===== src/rtl/dac_interface_if.sv =====
// Sample stream into the DAC interface: valid/ready handshake carrying one DAC sample.
interface dac_interface_if #(
    parameter int unsigned DATA_W = 12
);
    logic [DATA_W-1:0] s_data;
    logic              s_valid;
    logic              s_ready;

    modport master (output s_data, output s_valid, input s_ready);
    modport slave  (input s_data, input s_valid, output s_ready);
endinterface


===== src/rtl/dac_interface.sv =====
// Parallel DAC driver: buffers stream samples in a small FIFO and presents one
// sample per generated dac_clk period, flagging underruns when the FIFO runs dry.
module dac_interface #(
    parameter int unsigned DATA_W     = 12,
    parameter int unsigned HALF_DIV   = 4,
    parameter int unsigned FIFO_DEPTH = 4,
    parameter int unsigned SIGNED_IN  = 1,
    parameter int unsigned STRETCH    = 1023
) (
    input  logic                          clk_in,
    input  logic                          rst,
    dac_interface_if.slave                s,
    input  logic                          clear_ur,
    output logic                          dac_clk,
    output logic [DATA_W-1:0]             data_out,
    output logic [$clog2(FIFO_DEPTH):0]   fifo_level,
    output logic                          underrun,
    output logic                          underrun_led
);
    localparam int unsigned CNT_MAX = 2 * HALF_DIV - 1;
    localparam int unsigned CNT_W   = $clog2(2 * HALF_DIV);
    localparam int unsigned PTR_W   = $clog2(FIFO_DEPTH);
    localparam int unsigned LVL_W   = PTR_W + 1;
    localparam int unsigned ST_W    = $clog2(STRETCH + 1);
    localparam logic [DATA_W-1:0] MID       = {1'b1, {(DATA_W-1){1'b0}}};
    localparam logic [DATA_W-1:0] CONV_MASK = (SIGNED_IN != 0) ? MID : '0;

    logic [CNT_W-1:0]  cnt_q, cnt_d;
    logic              dac_clk_q, dac_clk_d;
    logic [DATA_W-1:0] data_q, data_d;
    logic [DATA_W-1:0] mem_q [FIFO_DEPTH];
    logic [DATA_W-1:0] mem_d [FIFO_DEPTH];
    logic [PTR_W-1:0]  wr_ptr_q, wr_ptr_d;
    logic [PTR_W-1:0]  rd_ptr_q, rd_ptr_d;
    logic [LVL_W-1:0]  level_q, level_d;
    logic              ur_q, ur_d;
    logic [ST_W-1:0]   stretch_q, stretch_d;
    logic              led_q, led_d;

    logic tick;
    logic empty;
    logic push;
    logic pop;
    logic s_ready_w;

    assign s_ready_w = (level_q != LVL_W'(FIFO_DEPTH));

    always_comb begin
        mem_d     = mem_q;
        wr_ptr_d  = wr_ptr_q;
        rd_ptr_d  = rd_ptr_q;
        level_d   = level_q;
        data_d    = data_q;
        ur_d      = ur_q;
        stretch_d = stretch_q;

        tick      = (cnt_q == CNT_W'(CNT_MAX));
        cnt_d     = tick ? '0 : cnt_q + CNT_W'(1);
        // dac_clk is derived from the next count so it stays aligned with cnt_q
        dac_clk_d = (cnt_d >= CNT_W'(HALF_DIV));

        empty = (level_q == '0);
        push  = s.s_valid && s_ready_w;
        pop   = tick && !empty;

        if (push) begin
            mem_d[wr_ptr_q] = s.s_data;
            wr_ptr_d        = wr_ptr_q + PTR_W'(1);
        end
        if (pop) begin
            rd_ptr_d = rd_ptr_q + PTR_W'(1);
            data_d   = mem_q[rd_ptr_q] ^ CONV_MASK;
        end

        case ({push, pop})
            2'b10:   level_d = level_q + LVL_W'(1);
            2'b01:   level_d = level_q - LVL_W'(1);
            default: level_d = level_q;
        endcase

        // An empty tick wins over a coincident clear
        if (tick && empty) begin
            ur_d      = 1'b1;
            stretch_d = ST_W'(STRETCH);
        end else begin
            if (clear_ur) begin
                ur_d = 1'b0;
            end
            if (stretch_q != '0) begin
                stretch_d = stretch_q - ST_W'(1);
            end
        end

        led_d = (stretch_d != '0);
    end

    always_ff @(posedge clk_in) begin
        if (rst) begin
            cnt_q     <= '0;
            dac_clk_q <= 1'b0;
            data_q    <= MID;
            mem_q     <= '{default: '0};
            wr_ptr_q  <= '0;
            rd_ptr_q  <= '0;
            level_q   <= '0;
            ur_q      <= 1'b0;
            stretch_q <= '0;
            led_q     <= 1'b0;
        end else begin
            cnt_q     <= cnt_d;
            dac_clk_q <= dac_clk_d;
            data_q    <= data_d;
            mem_q     <= mem_d;
            wr_ptr_q  <= wr_ptr_d;
            rd_ptr_q  <= rd_ptr_d;
            level_q   <= level_d;
            ur_q      <= ur_d;
            stretch_q <= stretch_d;
            led_q     <= led_d;
        end
    end

    assign s.s_ready    = s_ready_w;
    assign dac_clk      = dac_clk_q;
    assign data_out     = data_q;
    assign fifo_level   = level_q;
    assign underrun     = ur_q;
    assign underrun_led = led_q;
endmodule


===== src/flat_wrapper.sv =====
// flat-port wrapper written by rule: the top's interface ports become plain ports
module dac_interface_flat 
#(
    parameter int unsigned DATA_W     = 12,
    parameter int unsigned HALF_DIV   = 4,
    parameter int unsigned FIFO_DEPTH = 4,
    parameter int unsigned SIGNED_IN  = 1,
    parameter int unsigned STRETCH    = 1023
)
  (clk_in, rst, clear_ur, dac_clk, data_out, fifo_level, underrun, underrun_led, s_s_data, s_s_valid, s_s_ready);
  dac_interface_if #(.DATA_W(DATA_W)) s_i ();
  input  logic clk_in;
  input  logic rst;
  input  logic clear_ur;
  output logic dac_clk;
  output logic [DATA_W-1:0] data_out;
  output logic [$clog2(FIFO_DEPTH):0] fifo_level;
  output logic underrun;
  output logic underrun_led;
  input wire logic [$bits(s_i.s_data)-1:0] s_s_data;
  input wire logic [$bits(s_i.s_valid)-1:0] s_s_valid;
  output wire logic [$bits(s_i.s_ready)-1:0] s_s_ready;
  assign s_i.s_data = s_s_data;
  assign s_i.s_valid = s_s_valid;
  assign s_s_ready = s_i.s_ready;
  dac_interface #(.DATA_W(DATA_W), .HALF_DIV(HALF_DIV), .FIFO_DEPTH(FIFO_DEPTH), .SIGNED_IN(SIGNED_IN), .STRETCH(STRETCH)) u_core (.clk_in(clk_in), .rst(rst), .s(s_i), .clear_ur(clear_ur), .dac_clk(dac_clk), .data_out(data_out), .fifo_level(fifo_level), .underrun(underrun), .underrun_led(underrun_led));
endmodule

===== config.mk =====
export PLATFORM = sky130hd
export DESIGN_NAME = dac_interface_flat
export DESIGN_NICKNAME = d
export VERILOG_FILES = /design/src/rtl/dac_interface_if.sv /design/src/rtl/dac_interface.sv /design/src/flat_wrapper.sv
export SDC_FILE = /design/constraint.sdc
export NUM_CORES = 1
export LEC_CHECK = 0
export ABC_CLOCK_PERIOD_IN_PS = 4800
export BUFFER_PORTS_ARGS = -buffer_cell sky130_fd_sc_hd__clkbuf_2
export CAP_MARGIN = 15
export CORE_ASPECT_RATIO = 0.9
export CORE_MARGIN = 5
export CORE_UTILIZATION = 45
export DETAILED_ROUTE_END_ITERATION = 10
export GPL_ROUTABILITY_DRIVEN = 0
export PLACE_DENSITY = 0.62
export SLEW_MARGIN = 20
export SYNTH_ARGS = -nofsm -noshare
export SYNTH_HDL_FRONTEND = slang
export SYNTH_SLANG_ARGS = --single-unit

===== constraint.sdc =====
create_clock -name clk_in -period 4.8 [get_ports clk_in]
set_input_delay 0 -clock clk_in [delete_from_list [all_inputs] [get_ports clk_in]]
set_output_delay 0 -clock clk_in [all_outputs]
set_load 0.02 [all_outputs]

==> impl_metrics.csv, run 1 <==
group,metric,value,unit
run_status,status,"finished, final reports clean",
logic_synthesis,synth_ff_type,"dfxtp_1",
floorplan,io_pins,35,
logic_synthesis,synthArstFlopShare,0,%
logic_synthesis,synthCells,411,
pwr,p_int,1251,µW
grt,gr-usage-all-layers,18.00,%
grt,grt_pass1_wl,13.63,mm
pwr,pwr_density_cell,432.3,nW/µm²
cts,numCtsBuffers,9,
job,cap_violations,0,
grt,grt_overflow,0,
placement,dpl.hpwl,5.321,mm
floorplan,die_y,93.68,µm
setup_path,worstSetupStartpointType,"register",
logic_synthesis,synth_nets,436,
setup_path,path_class,"reg2reg",
routing,viasPerCell,5.443,
cts,clkTransAtPathRegs,0.08,ns
pwr,power_switching,515.4,µW
routing,wl_per_cell,15.23,µm
cells_and_area,fin_nets,467,
cts,cts_root_buffer,"clkbuf_8",
grt,grt_pass1_vias,2668,
routing,route.detailed.drc,0,
floorplan,std_cell_rows,30,
floorplan,start_util,46.40,%
pwr,leakage,0.001489,µW
sta,min_period,2.791,ns
sta,drv_slew,0,
pwr,power_frac_comb,21.2,%
sta,finalSetupViolCount,0,
pwr,p_sw_share,29.18,%
sta,skew,0.009141,ns
sta,fmax,0.3582,GHz
setup_path,worstPathMaxFanout,14,
logic_synthesis,synthesis.area,3501,µm²
pwr,clkPwrFrac,34.8,%
sta,relSlewSlack,35.93,%
logic_synthesis,synth_cell_type_count,35,
logic_synthesis,post_synth.cell_area_avg,8.518,µm²
routing,first_pass_iters,4,
sta,timing.final.crit_share,58.16,%
cts,ctsResizeCount,0,
cts,htreeDepth,3,
cts,cts_tree,"done",
grt,grt_max_degree,83,
routing,num_vias,2950,
sta,rsz0062_at_grt,"false",
cells_and_area,n_antenna_cell,0,
routing,wl,8.252,mm
floorplan,die_area,9646,µm²
floorplan,core-area,7545,µm²
setup_path,crit_path_end_kind,"register",
floorplan,die_w,103.0,µm
cts,cts_sinks,82,
setup_path,critPathRequiredTime,5.07,ns
routing,postRouteAntennaNets,0,
sta,worst_pin_slew,0.9598,ns
cells_and_area,syn2layout_area_growth,16.69,%
cells_and_area,drive_gt1_share,15.02,%
sta,fin_tns_setup,0,ns
pwr,ir_drop,0.2046,mV
logic_synthesis,synth-edff-count,0,
hold_path,hold_class,"in2reg",
cts,cts_setup_buffers,0,
cts,clock_path_buffers,2,
pwr,p_seq_share,44.0,%
cts,cts_hold_buf,13,
logic_synthesis,yosysWarnings,0,
cts,clk_latency,0.35,ns
cells_and_area,fin_util,54.15,%
cells_and_area,fillers,725,
placement,port_buffers,34,
logic_synthesis,synth_seq_cells,82,
grt,antenna_found_initial,0,
logic_synthesis,seq_area_frac_synth,46.89,%
setup_path,cp.arrival,3.06,ns
routing,drt-initial-drc-count,199,
sta,hold_viol_final,0,
## flip-flops by register name, summed over array words and instances, names as in the netlist
name,cells
u_core.wr_ptr_q,2
u_core.mem_q,48
u_core.underrun,1
u_core.underrun_led,1
u_core.stretch_q,10
u_core.rd_ptr_q,2
u_core.dac_clk,1
u_core.data_out,12
u_core.fifo_level,3
u_core.cnt_q,2
## logic make-up after synthesis
family	synth area share [%]
AOI/OAI and AO/OA	13.62
adders and majority gates	3.431
and+or+nand+nor	22.41
muxes	7.720
buffers and inverters	4.181
DFF	46.89
xor gates and xnor gates	1.751
## final cells by class
type                            count  area (µm²)  share of cell area [%]
Sequential cell                    82        1642                   40.18
Tap cell                           96       120.1                   2.940
Inverter                            9       33.78                  0.8270
Clock inverter                      4       98.84                   2.420
Clock buffer                       11       151.4                   3.706
Multi-Input combinational cell    291        1724                   42.21
Timing Repair Buffer               49       315.3                   7.718
## layer usage
layer / track usage, % / vias to the layer above / wire [µm]
met2: 26.34 / 75 / 3686
met4: 3.776 / 0 / 38
met3: 5.122 / 5 / 485
li1: - / 1496 / -
met1: 26.39 / 1374 / 4042
met5: 0 / - / 0
## placed cells by master (no fill, tap or decap), types with 3 or more instances in the layout
| master | n |
|---|---|
| dfxtp_1 | 82 |
| nor3_1 | 5 |
| dlygate4sd3_1 | 13 |
| ha_1 | 8 |
| or3_1 | 3 |
| nand3_1 | 49 |
| a21oi_1 | 71 |
| mux4_2 | 12 |
| xnor2_1 | 3 |
| clkbuf_8 | 11 |
| o21ai_0 | 4 |
| inv_1 | 9 |
| nand2b_1 | 4 |
| nand2_1 | 89 |
| a31oi_1 | 6 |
| bufinv_16 | 3 |
| nor2_1 | 13 |
| xor2_1 | 4 |
| clkbuf_2 | 34 |
## cell usage after synthesis, types with 5 or more instances
master / n / share of area [%]
nand2_1: 89 / 9.5
dfxtp_1: 82 / 47
a21oi_1: 71 / 10
nand3_1: 49 / 7.0
clkbuf_1: 23 / 2.5
nor2_1: 13 / 1.4
mux4_2: 12 / 7.7
inv_1: 9 / 0.96
ha_1: 8 / 2.9
a31oi_1: 6 / 1.1
nor3_1: 5 / 0.71
## critical path: stages (launching register included)
cell and delay [ns]:
dfxtp_1 0.46, nor3_1 0.13, nand2b_1 0.37, inv_1 0.43, ha_1 0.26, inv_1 0.06, fa_1 0.38, xor2_1 0.16
or3_1 0.31, a21oi_1 0.16
## power groups by stage
| stage | clock (µW) | sequential, µW | combinational, µW |
|---|---|---|---|
| 6_report | 615 | 777 | 374 |
| 2_1_floorplan | 0 | 788 | 279 |
| 3_5_place_dp | 0 | 792 | 362 |
| 3_3_place_gp | 0 | 790 | 360 |
| 5_1_grt | 661 | 785 | 419 |
| 4_1_cts | 629 | 776 | 372 |
## worst paths after layout
path,from,depth (start not counted),slack [ns],endpoint
worst max-delay path,u_core.fifo_level[2],9,2.01,u_core.fifo_level[2]
worst min register to register,u_core.cnt_q[0],1,0.43,u_core.cnt_q[0]
worst max register to register,u_core.fifo_level[2],9,2.01,u_core.fifo_level[2]
worst min-delay path,s_s_valid,4,0.21,u_core.mem_q[11]
## through the flow
step | setup slack [ns] | power, µW | cells | instance area [µm²] | hold WS (ns)
finish | 2.009 | 1766 | 542 | 4085 | 0.2054
global route | 1.782 | 1865 | 542 | 4085 | 0.2208
CTS | 1.995 | 1777 | 542 | 4085 | 0.1992
detailed placement | 2.024 | 1155 | 514 | 3705 | 0.2765
global placement | 2.145 | 1150 | 514 | 3705 | 0.2682
floorplan | 2.339 | 1067 | 411 | 3501 | 0.1475
Power figures use the tool's default switching activity.
==> run 2: changes to the inputs <==
--- a/config.mk
+++ b/config.mk
@@ -5,7 +5,8 @@
 export SDC_FILE = /design/constraint.sdc
 export NUM_CORES = 1
 export LEC_CHECK = 0
-export ABC_CLOCK_PERIOD_IN_PS = 4800
+export ABC_AREA = 1
+export ABC_CLOCK_PERIOD_IN_PS = 2800
 export BUFFER_PORTS_ARGS = -buffer_cell sky130_fd_sc_hd__clkbuf_2
 export CAP_MARGIN = 15
 export CORE_ASPECT_RATIO = 0.9
@@ -13,7 +14,7 @@
 export CORE_UTILIZATION = 45
 export DETAILED_ROUTE_END_ITERATION = 10
 export GPL_ROUTABILITY_DRIVEN = 0
-export PLACE_DENSITY = 0.62
+export PLACE_DENSITY = 0.61
 export SLEW_MARGIN = 20
 export SYNTH_ARGS = -nofsm -noshare
 export SYNTH_HDL_FRONTEND = slang
==> constraint.sdc (replaced) <==
create_clock -name clk_in -period 2.8 [get_ports clk_in]
set_input_delay 0 -clock clk_in [delete_from_list [all_inputs] [get_ports clk_in]]
set_output_delay 0 -clock clk_in [all_outputs]
set_load 0.02 [all_outputs]
==> impl_metrics.csv, run 2 <==
group,metric,value,unit
run_status,status,"finished, final reports clean",
cells_and_area,fillers,787,
logic_synthesis,seq_area_frac_synth,44.89,%
cts,clock_path_buffers,2,
logic_synthesis,synth-edff-count,0,
logic_synthesis,synth_seq_cells,82,
logic_synthesis,synth_top_area_share,44.89,%
routing,postRouteAntennaNets,0,
cells_and_area,final_common_cell,"dfxtp_1",
floorplan,io_pins,35,
logic_synthesis,yosysWarnings,0,
floorplan,die_w,105.0,µm
routing,wl_per_cell,13.81,µm
logic_synthesis,synthArstFlopShare,0,%
logic_synthesis,synth_top_cells_by_area,"dfxtp_1 (45%), a21oi_1 (10%), nand2_1 (6.6%)",
pwr,total_power,3263,µW
cells_and_area,stdcell_count,615,
logic_synthesis,synthMostInstantiatedCell,"dfxtp_1",
cts,clk_latency,0.35,ns
cts,cts_tree,"done",
cells_and_area,regArea,1642,µm²
hold_path,hold_class,"in2reg",
grt,grt_pass1_vias,2822,
cells_and_area,largest_reg_flops,48,
placement,dp_cells,585,
cts,htreeDepth,3,
setup_path,crit_chain,"ha_1 -> ha_1 -> nand2_1 -> inv_1 -> ha_1 -> inv_1 -> fa_1 -> a21oi_1 -> o21ai_0 -> o21ai_0 -> a21oi_1",
routing,wl,8.496,mm
logic_synthesis,synthesis.area,3657,µm²
placement,dpl.hpwl,5.389,mm
setup_path,path_common_cell,"ha_1",
logic_synthesis,yosys.area.top_type,"dfxtp_1",
cells_and_area,final_cell_mix,"dfxtp_1 (82), a21oi_1 (73), nand2_1 (64)",
cells_and_area,fin_util,52.98,%
setup_path,worstPathMaxFanout,3,
sta,fmax,0.4969,GHz
placement,postPlaceCellArea,3856,µm²
logic_synthesis,post_synth.cell_area_avg,7.732,µm²
sta,timing.final.crit_share,71.88,%
routing,num_vias,3136,
setup_path,cp.arrival,2.24,ns
grt,grt_pass1_wl,14.09,mm
pwr,ir_drop,0.3717,mV
pwr,leakage,0.001671,µW
pwr,pwr_density_cell,770.9,nW/µm²
logic_synthesis,synth_cell_type_count,30,
cells_and_area,syn2layout_area_growth,15.74,%
cells_and_area,top_register,"u_core.mem_q",
job,cap_violations,0,
setup_path,worstSetupStartpointType,"register",
sta,skew,0.01365,ns
cells_and_area,multi_input_area,1658,µm²
logic_synthesis,synth_ff_type,"dfxtp_1",
setup_path,path_class,"reg2reg",
sta,finalSetupViolCount,0,
floorplan,std_cell_rows,31,
cts,cts_setup_buffers,0,
cells_and_area,fin_nets,536,
sta,drv_slew,0,
routing,drt-initial-drc-count,151,
logic_synthesis,synthCells,473,
sta,worst_pin_slew,0.6436,ns
floorplan,die_y,95.53,µm
setup_path,crit_path_end_kind,"register",
setup_path,cp_slowest_cell,"fa_1",
floorplan,start_util,45.77,%
logic_synthesis,synth_common_cells,"dfxtp_1 (82), a21oi_1 (73), nand2_1 (64)",
cts,clkTransAtPathRegs,0.08,ns
grt,gr-usage-all-layers,17.61,%
grt,antenna_found_initial,0,
floorplan,die_area,10030,µm²
cts,cts_root_buffer,"clkbuf_8",
routing,viasPerCell,5.099,
routing,route.detailed.drc,0,
setup_path,slowest_delay,0.37,ns
sta,min_period,2.013,ns
grt,grt_max_degree,44,
cells_and_area,n_antenna_cell,0,
cells_and_area,finalInstanceArea,4233,µm²
setup_path,critPathRequiredTime,3.03,ns
sta,hold_viol_final,0,
cts,ctsResizeCount,0,
sta,relSlewSlack,56.96,%
logic_synthesis,synth_nets,498,
floorplan,core-area,7990,µm²
routing,first_pass_iters,4,
cells_and_area,drive_gt1_share,16.09,%
cts,numCtsBuffers,9,
grt,grt_overflow,0,
sta,rsz0062_at_grt,"false",
cts,cts_sinks,82,
placement,port_buffers,34,
cts,cts_hold_buf,14,
sta,fin_tns_setup,0,ns
[run 2: layer usage]
layer  wire length [µm]  track usage [%]
met4                 38            3.514
met2               3909            27.04
met1               4095            24.98
met5                  0                0
met3                453            4.807
[run 2: final timing paths]
path / start / to / slack (ns) / cells after the start
hold / removal: rst / u_core.cnt_q[1] / 0.18 / 3
hold reg to reg: u_core.cnt_q[0] / u_core.cnt_q[0] / 0.43 / 1
setup / recovery: u_core.cnt_q[0] / u_core.fifo_level[2] / 0.79 / 11
setup reg to reg: u_core.cnt_q[0] / u_core.fifo_level[2] / 0.79 / 11
[run 2: logic make-up (layout without fill, tap and decap cells)]
| kind of cell | Yosys count | in the layout | synth area share (%) |
|---|---|---|---|
| xor gates and xnor gates | 2 | 2 | 0.4790 |
| adders and majority gates | 9 | 9 | 3.284 |
| DFF | 82 | 82 | 44.89 |
| and+or+nand+nor | 143 | 143 | 18.92 |
| buffers and inverters | 82 | 125 | 9.784 |
| AOI/OAI and AO/OA | 155 | 155 | 22.65 |
[run 2: cell type report]
class | instances | area share (%)
Tap cell | 99 | 2.926
Clock inverter | 5 | 2.010
Multi-Input combinational cell | 309 | 39.17
Inverter | 52 | 4.611
Clock buffer | 11 | 3.577
Timing Repair Buffer | 57 | 8.927
Sequential cell | 82 | 38.78
[run 2: critical path, delay by kind of cell (launching register included)]
family / cells / cell delay (ns)
simple gates: 1 / 0.10
buf+inv: 2 / 0.15
compound gates: 4 / 0.46
fa+ha+maj: 4 / 0.85
flops: 1 / 0.34
[run 2: through the flow]
stage | setup WS [ns] | hold slack (ns)
3_3_place_gp | 0.8690 | 0.2643
5_1_grt | 0.5396 | 0.1831
6_report | 0.7875 | 0.1772
4_1_cts | 0.7847 | 0.1690
2_1_floorplan | 0.6429 | 0.1633
3_5_place_dp | 0.7927 | 0.2662
[run 2: power by group]
group	internal [µW]	switching [µW]
clock	556	427
combinational	337	585
sequential	1270	86.2
total	2170	1100
==> run 3: changes to the inputs <==
--- a/config.mk
+++ b/config.mk
@@ -5,8 +5,8 @@
 export SDC_FILE = /design/constraint.sdc
 export NUM_CORES = 1
 export LEC_CHECK = 0
-export ABC_AREA = 1
-export ABC_CLOCK_PERIOD_IN_PS = 2800
+export ABC_AREA = 0
+export ABC_CLOCK_PERIOD_IN_PS = 2000
 export BUFFER_PORTS_ARGS = -buffer_cell sky130_fd_sc_hd__clkbuf_2
 export CAP_MARGIN = 15
 export CORE_ASPECT_RATIO = 0.9
@@ -14,7 +14,7 @@
 export CORE_UTILIZATION = 45
 export DETAILED_ROUTE_END_ITERATION = 10
 export GPL_ROUTABILITY_DRIVEN = 0
-export PLACE_DENSITY = 0.61
+export PLACE_DENSITY = 0.62
 export SLEW_MARGIN = 20
 export SYNTH_ARGS = -nofsm -noshare
 export SYNTH_HDL_FRONTEND = slang
==> constraint.sdc (replaced) <==
create_clock -name clk_in -period 2 [get_ports clk_in]
set_input_delay 0 -clock clk_in [delete_from_list [all_inputs] [get_ports clk_in]]
set_output_delay 0 -clock clk_in [all_outputs]
set_load 0.02 [all_outputs]
==> impl_metrics.csv, run 3 (synthesis gave the netlist of run 1 again) <==
group,metric,value,unit
pwr,pwr_density_cell,926.7,nW/µm²
routing,num_vias,3055,
placement,port_buffers,34,
setup_path,r2r_cells,10,
floorplan,die_w,103.0,µm
grt,grt_pass1_wl,14.15,mm
routing,postRouteAntennaNets,0,
job,cap_violations,0,
setup_path,cp.arrival,2.20,ns
setup_path,worstPathMaxFanout,3,
cts,cts_root_buffer,"clkbuf_8",
cells_and_area,drive_gt1_share,21.46,%
run_status,status,"finished, final reports clean",
hold_path,whs_endpoint,"u_core.wr_ptr_q[1]",
cells_and_area,n_antenna_cell,0,
sta,finalSetupViolCount,0,
cts,numCtsBuffers,9,
cts,clkTransAtPathRegs,0.08,ns
sta,timing.final.crit_share,97.04,%
pwr,ir_drop,0.5177,mV
grt,gr-usage-all-layers,19.01,%
hold_path,hold_class,"in2reg",
sta,min_period,1.941,ns
sta,fmax,0.5152,GHz
sta,worst_pin_slew,0.6981,ns
cts,cts_sinks,82,
setup_path,rrSetupSlack,0.06,ns
setup_path,r2r-start,"u_core.cnt_q[0]",
setup_path,timing.rr.end,"u_core.fifo_level[2]",
floorplan,die_area,9646,µm²
floorplan,start_util,46.40,%
grt,antenna_found_initial,0,
setup_path,path_class,"reg2reg",
hold_path,hold_start,"s_s_valid",
cells_and_area,fillers,728,
setup_path,worstSetupStartpointType,"register",
routing,drt-initial-drc-count,162,
cells_and_area,stdcell_count,562,
cells_and_area,syn2layout_area_growth,20.94,%
sta,fin_tns_setup,0,ns
routing,wl_per_cell,15.40,µm
pwr,leakage,0.001550,µW
grt,grt_pass1_vias,2784,
cts,cts_tree,"done",
floorplan,core-area,7545,µm²
sta,hold_viol_final,0,
placement,dp_cells,534,
floorplan,die_y,93.68,µm
setup_path,crit_path_end_kind,"register",
cells_and_area,final_common_cell,"nand2_1",
sta,drv_slew,0,
routing,wl,8.655,mm
grt,grt_overflow,0,
routing,viasPerCell,5.436,
cells_and_area,largest_reg_flops,48,
sta,skew,0.008807,ns
cells_and_area,top_register,"u_core.mem_q",
sta,rsz0062_at_grt,"true",
floorplan,std_cell_rows,30,
setup_path,critPathRequiredTime,2.26,ns
grt,grt_max_degree,55,
cts,clk_latency,0.35,ns
routing,first_pass_iters,5,
setup_path,crit_start,"u_core.cnt_q[0]",
placement,place_ws,0.06679,ns
routing,route.detailed.drc,0,
cells_and_area,final_cell_mix,"nand2_1 (89), dfxtp_1 (76), a21oi_1 (71)",
cells_and_area,fin_nets,487,
placement,dpl.hpwl,5.693,mm
cts,htreeDepth,3,
sta,relSlewSlack,53.46,%
hold_path,holdPathStages,5,
floorplan,io_pins,35,
cts,clock_path_buffers,2,
sta,finalWorstSetupSlack,0.05914,ns
-- run 3: timing repair --
action,in CTS,in global routing
endpoints found under the setup margin,0,2
buffers inserted,0,0
hold endpoints to repair,49,0
resized for setup,0,2
hold buffers,13,0
-- run 3: report_power, final --
part	switching [µW]	internal, µW
Clock	565	512
Combinational	557	418
Sequential	117	1750
Total	1240	2680
-- run 3: cell type report --
class | instances | area, µm² | share of cell area [%]
clock buffers | 13 | 158.9 | 3.753
repair buffers | 69 | 478.0 | 11.29
multi-input cells | 291 | 1779 | 42.02
well taps | 96 | 120.1 | 2.837
flip-flops and latches | 82 | 1649 | 38.95
clock inverters | 2 | 12.51 | 0.2955
inverters | 9 | 36.28 | 0.8570
-- run 3: worst max path at each step --
stage,slack [ns],end,cells past startpoint
finish,0.06,u_core.fifo_level[2],10
global placement,0.12,u_core.fifo_level[2],9
CTS,0.05,u_core.fifo_level[2],10
global route,-0.02,u_core.fifo_level[2],10
detailed placement,0.07,u_core.fifo_level[2],10
floorplan,0.003,u_core.fifo_level[2],10
-- run 3: per-layer routing --
metal,part of all wire [%],wire length (µm),track usage (%),vias up
li1,-,-,-,1534
met1,46,4011,26.23,1420
met2,47,4043,29.38,87
met3,5.5,472,4.232,14
met4,1.5,127,6.257,0
met5,0,0,0,-
-- run 3: worst max-delay path: stages (launching register included) --
cell	delay (ns)
dfxtp_2	0.35
ha_4	0.14
ha_4	0.15
nand2b_4	0.07
inv_4	0.06
ha_4	0.12
inv_1	0.05
fa_2	0.35
xor2_1	0.15
or3_1	0.30
a21oi_1	0.12
-- run 3: stage by stage --
step / total power, µW / area (µm²) / hold WS, ns / utilization, %
after detailed placement: 2857 / 3925 / 0.2790 / 52.02
final: 3924 / 4234 / 0.1303 / 56.12
after CTS: 3955 / 4227 / 0.1171 / 56.02
after global routing: 4177 / 4234 / 0.1747 / 56.12
after floorplan: 2573 / 3566 / 0.1475 / -
after global placement: 2843 / 3925 / 0.2638 / 52.02
